===== src/rtl/dot_product_pkg.sv =====
// rtl/dot_product_pkg.sv - shared types and width helpers for the dot-product MAC
//
// Purpose: holds the two-state FSM encoding and the function that sizes the
// accumulator so that a full K-term dot product can never overflow.
// Ports: none (package).
package dot_product_pkg;

  typedef enum logic {
    IDLE = 1'b0,
    ACC  = 1'b1
  } state_t;

  // Each product needs 2*dw bits. Summing k of them adds up to clog2(k) carry bits.
  function automatic int calc_rw(input int dw, input int k);
    return 2 * dw + $clog2(k);
  endfunction

endpackage


===== src/rtl/dot_mac_step.sv =====
// rtl/dot_mac_step.sv - combinational RW-bit multiply-add, sum = acc + a*b
//
// Purpose: one accumulation step of the dot product. Operands are widened to
// RW before multiplying, so the RW-bit product is exact.
// Configuration: DOT_PRODUCT_SIGNED_EN selects two's-complement elements
// (sign-extended); when it is undefined, elements are unsigned (zero-extended).
// Ports:
//   acc  input  RW  running accumulator
//   a    input  DW  row element
//   b    input  DW  column element
//   sum  output RW  acc + a*b
module dot_mac_step #(
  parameter int DW = 8,
  parameter int RW = 18
) (
  input  logic [RW-1:0] acc,
  input  logic [DW-1:0] a,
  input  logic [DW-1:0] b,
  output logic [RW-1:0] sum
);

  logic [RW-1:0] a_ext;
  logic [RW-1:0] b_ext;

`ifdef DOT_PRODUCT_SIGNED_EN
  // The low RW bits of the product of two sign-extended values equal the true
  // signed product, because |a*b| fits in 2*DW bits and 2*DW < RW.
  assign a_ext = {{(RW-DW){a[DW-1]}}, a};
  assign b_ext = {{(RW-DW){b[DW-1]}}, b};
`else
  assign a_ext = {{(RW-DW){1'b0}}, a};
  assign b_ext = {{(RW-DW){1'b0}}, b};
`endif

  assign sum = acc + a_ext * b_ext;

endmodule


===== src/rtl/dot_product_mac.sv =====
// rtl/dot_product_mac.sv - sequential K-element dot-product multiply-accumulate
//
// Purpose: captures two K-element vectors on start. It then accumulates one
// product per cycle and, after K cycles, presents the sum on result with a
// one-cycle done pulse.
// Configuration: DOT_PRODUCT_SIGNED_EN selects signed elements and a signed
// result. The default build (macro undefined) treats elements as unsigned.
// Ports:
//   clk     input  1     clock, rising edge
//   reset   input  1     synchronous, active-high reset
//   start   input  1     begin one dot product (accepted only in IDLE)
//   a_vec   input  K*DW  row operand, element i at [i*DW +: DW]
//   b_vec   input  K*DW  column operand, same packing
//   result  output RW    last completed dot product, held between done pulses
//   done    output 1     one-cycle pulse when result updates
//   busy    output 1     high while accumulating
module dot_product_mac
  import dot_product_pkg::*;
#(
  parameter int DW = 8,
  parameter int K  = 4,
  parameter int RW = calc_rw(DW, K)
) (
  input  logic               clk,
  input  logic               reset,
  input  logic               start,
  input  logic [K*DW-1:0]    a_vec,
  input  logic [K*DW-1:0]    b_vec,
`ifdef DOT_PRODUCT_SIGNED_EN
  output logic signed [RW-1:0] result,
`else
  output logic [RW-1:0]      result,
`endif
  output logic               done,
  output logic               busy
);

  localparam int IW = $clog2(K);
  localparam logic [IW-1:0] LAST_IDX = IW'(K - 1);

  if (RW < calc_rw(DW, K)) begin : g_rw_check
    $error("dot_product_mac: RW too small for a lossless K-term sum");
  end

  state_t          state;
  state_t          state_next;
  logic [K*DW-1:0] a_reg;
  logic [K*DW-1:0] b_reg;
  logic [RW-1:0]   acc;
  logic [IW-1:0]   index;
  logic [RW-1:0]   step_sum;
  logic            last_step;

  dot_mac_step #(
    .DW (DW),
    .RW (RW)
  ) u_step (
    .acc (acc),
    .a   (a_reg[index*DW +: DW]),
    .b   (b_reg[index*DW +: DW]),
    .sum (step_sum)
  );

  // State register
  always_ff @(posedge clk) begin
    if (reset) state <= IDLE;
    else       state <= state_next;
  end

  // Next-state logic
  always_comb begin
    state_next = state;
    case (state)
      IDLE:    if (start)     state_next = ACC;
      ACC:     if (last_step) state_next = IDLE;
      default:                state_next = IDLE;
    endcase
  end

  // Output / decode logic
  always_comb begin
    busy      = 1'b0;
    last_step = 1'b0;
    if (state == ACC) begin
      busy      = 1'b1;
      last_step = (index == LAST_IDX);
    end
  end

  // Operand capture. These registers have no reset: they are loaded on every
  // accepted start and are read only while in ACC.
  always_ff @(posedge clk) begin
    if (!reset && state == IDLE && start) begin
      a_reg <= a_vec;
      b_reg <= b_vec;
    end
  end

  // Accumulator, index, result and done pulse
  always_ff @(posedge clk) begin
    if (reset) begin
      acc    <= '0;
      index  <= '0;
      result <= '0;
      done   <= 1'b0;
    end else begin
      done <= 1'b0;
      if (state == IDLE) begin
        if (start) begin
          acc   <= '0;
          index <= '0;
        end
      end else begin
        acc   <= step_sum;
        index <= index + IW'(1);
        if (last_step) begin
          result <= step_sum;
          done   <= 1'b1;
          index  <= '0;
        end
      end
    end
  end

endmodule


===== config.mk =====
export PLATFORM = sky130hd
export DESIGN_NAME = dot_product_mac
export DESIGN_NICKNAME = d
export VERILOG_FILES = /design/src/rtl/dot_product_pkg.sv /design/src/rtl/dot_mac_step.sv /design/src/rtl/dot_product_mac.sv
export SDC_FILE = /design/constraint.sdc
export NUM_CORES = 1
export LEC_CHECK = 0
export ABC_AREA = 1
export CORE_UTILIZATION = 35
export CTS_BUF_LIST = sky130_fd_sc_hd__clkbuf_8
export DETAILED_ROUTE_END_ITERATION = 10
export DONT_BUFFER_PORTS = 1
export PLACE_DENSITY = 0.52
export SLEW_MARGIN = 20
export SYNTH_ARGS = -nofsm -noshare
export SYNTH_HDL_FRONTEND = slang
export SYNTH_SLANG_ARGS = --single-unit

===== constraint.sdc =====
create_clock -name clk -period 6.9 [get_ports clk]
set_clock_uncertainty 0.1 [all_clocks]
set_input_delay 1.725 -clock clk [delete_from_list [all_inputs] [get_ports clk]]
set_output_delay 1.725 -clock clk [all_outputs]
set_load 0.01 [all_outputs]

==> metrics <==
Finished Cell Area=7250 um2; slowest stage cell, crit path=fa_1; top-area cell type share of the netlist area=28.3%; Non-Filler Instances=1027; Starting Density=36.0%; initial antenna violation count=0; worst slew pin tran=1010 ps; ratio of cells with drive above 1 in the final layout=6.26%; antenna-violating nets left=0; Hold Path Class=reg2reg; most common cell in the synthesized netlist=nand2_1; FP Rows=50; CP max stage delay=540 ps; cell area after synthesis=roughly 6800 um2; Synth area leaders=edfxtp_1 (28%), dfxtp_1 (12%), nand2_1 (11%), fa_1 (11%), ha_1 (9.8%); First-pass DRT Iterations=4; CTS root buf=clkbuf_8; combinational fraction of design power=64.1%; Slew Viols, Final=0; area grow syn2layout=6.97%; CTS Hold Bufs=0; final wirelength=14.7 mm; CTS tree=built; vias per cell=4.74; cells on worst reg2reg path=28; # diodes=0; nets@finish=a little over 900; Clk pwr share=12.9%; CTS buffer count=9; overall track demand over capacity in global routing=15.4%; sequential fraction of the synthesis area=40.1%; CTS Buffer Depth=2; CTS Sinks=104; vias in the first global route=4695; sw frac=49.7%; worst rel slew slack=32.6%; worst setup margin=573 ps; reg2reg start=index[0]; Crit path top cell by count=nand2_1; status=finished clean; CTS clk-pin slew, worst paths=~110 ps; detailed placement HPWL=11.2 mm; unrepaired setup endpoints after global routing=false; Mapped Nets=923; Unique masters post-synth=37; Setup crit end kind=flop; startpoint types=flop; Residual DRC=0; R2R Setup Slk=570 ps; FFs w/ async S/R, synth=0%; core area=18800 um2; worst skew pair latency=400 ps; Yosys reg bits=104; cell count of the worst hold path=2; drt initial violations=295; endpoints failing hold=0; maximum clock rate=0.158 GHz; DIE AREA=19900 um2; WHS Endpoint=acc[0]; placement-stage worst setup slack=592 ps; dominant cell type by area after synthesis=edfxtp_1; VDD IR max=0.187 mV; Max Cap Viol=0; port bufs=0; Fin Setup TNS=0 ps; Die Ht=about 140 um; first-pass GRT wire length=~24 mm; Cells after DPL=1011; synth cell count leaders=nand2_1 (204), inv_1 (103), nor2_1 (73); ys flop type=edfxtp_1; critical path class=reg2reg; Mean Syn Cell Area=~8.9 um2; final setup violation count=0; R2R Path End=acc[16]; minimum clock period=6330 ps; gp weighted congestion=0.889; gr ovfl total=0; Final Total Pwr=0.00314 W; Die W=roughly 140 um; cell count after synthesis=~770; sequential share of power=23.0%; Post-synth EDFFs=64; crit path DAT=between 6000 and 7000 ps; CP Data Required Time=7120 ps; largest net degree at the start of global routing=65; WL/cell=approximately 14 um; Synth warnings=0; min-delay src=acc[0]; Area after DPL=7020 um2; Leakage Power=approximately 3.3 nW; period utilization=91.7%; Internal Power=0.00158 W; worst-path fanout max=32; Cell Pwr Density=433 nW/um2; H-tree depth=3; vias post-DR=between 4000 and 5000; I/O pin cnt=87; P_sw=0.00156 W
## cell families after synthesis
logic type               share of synthesized area (%)
flip-flops                                        40.1
adder cells (fa/ha/maj)                           20.7
XOR/XNOR                                          1.68
AND/OR/NAND/NOR                                   20.6
buffers and inverters                             7.69
AO/OA/AOI/OAI                                     9.23
## worst max-delay path by stage
stage / from / endpoint / slack [ps] / depth (start not counted)
6_report: index[0] / acc[16] / 570 / 28
5_1_grt: index[0] / acc[14] / 40 / 28
4_1_cts: index[0] / acc[16] / 540 / 28
3_5_place_dp: index[0] / acc[16] / 590 / 28
3_3_place_gp: index[0] / acc[17] / 620 / 28
2_1_floorplan: index[0] / acc[16] / 1330 / 30
## final cells by class
type / count / area [um2]
inverter: 106 / 399
timing repair buffer: 4 / 30.0
clock inverter: 7 / 91.3
fill: 1905 / 11600
clock buffer: 9 / 124
tap: 260 / 325
sequential: 104 / 2720
multi-input combinational: 537 / 3560
## per-stage QoR
step,util (%),hold WS [ps]
final,38.5,369
after global routing,38.5,388
after floorplan,-,345
after CTS,38.4,370
after detailed placement,37.3,354
after global placement,37.3,349
## metal layers
metal	global-route usage, %	routed length (um)	up-vias
li1	-	-	2496
met1	22.1	7240	2273
met2	23.4	6740	90
met3	3.23	582	10
met4	3.78	151	0
met5	0	0	-
## repair_timing
item | 4_1_cts | 5_1_grt
resized for setup | 0 | 2
setup endpoints to repair | 0 | 1
setup buffers | 0 | 0
## placed cells by master (no fill, tap or decap), drive strengths merged, types with 2 or more instances in the layout
cell / synthesis / routed
fa: 37 / 37
nand3b: 7 / 7
or2: 2 / 2
a21oi: 62 / 62
nor3: 5 / 5
ha: 53 / 53
edfxtp: 64 / 64
clkinv: 1 / 4
o21bai: 2 / 2
dfxtp: 40 / 40
clkbuf: 4 / 9
buf: 15 / 4
nand2: 207 / 207
a32oi: 16 / 16
nor2: 75 / 75
o21ai: 9 / 9
xor2: 7 / 7
nand3: 37 / 37
and2: 2 / 2
a22o: 6 / 6
xnor2: 6 / 6
inv: 105 / 109
## worst max-delay path: cells and delay by family, from the launching register on
family / cells / cell delay [ps]
AO/OA/AOI/OAI: 9 / 1580
flip-flops: 1 / 410
AND/OR/NAND/NOR: 9 / 740
adder cells (fa/ha/maj): 6 / 2730
buffers and inverters: 4 / 660
## power groups by stage
| stage | logic [W] | clock network, W | registers (W) |
|---|---|---|---|
| 4_1_cts | 0.00204 | 0.000426 | 0.000723 |
| 3_5_place_dp | 0.00202 | 0 | 0.000736 |
| 6_report | 0.00201 | 0.000407 | 0.000723 |
| 3_3_place_gp | 0.00202 | 0 | 0.000737 |
| 2_1_floorplan | 0.00161 | 0 | 0.000733 |
| 5_1_grt | 0.00231 | 0.000444 | 0.000727 |
(Power assumes the default switching activity.)
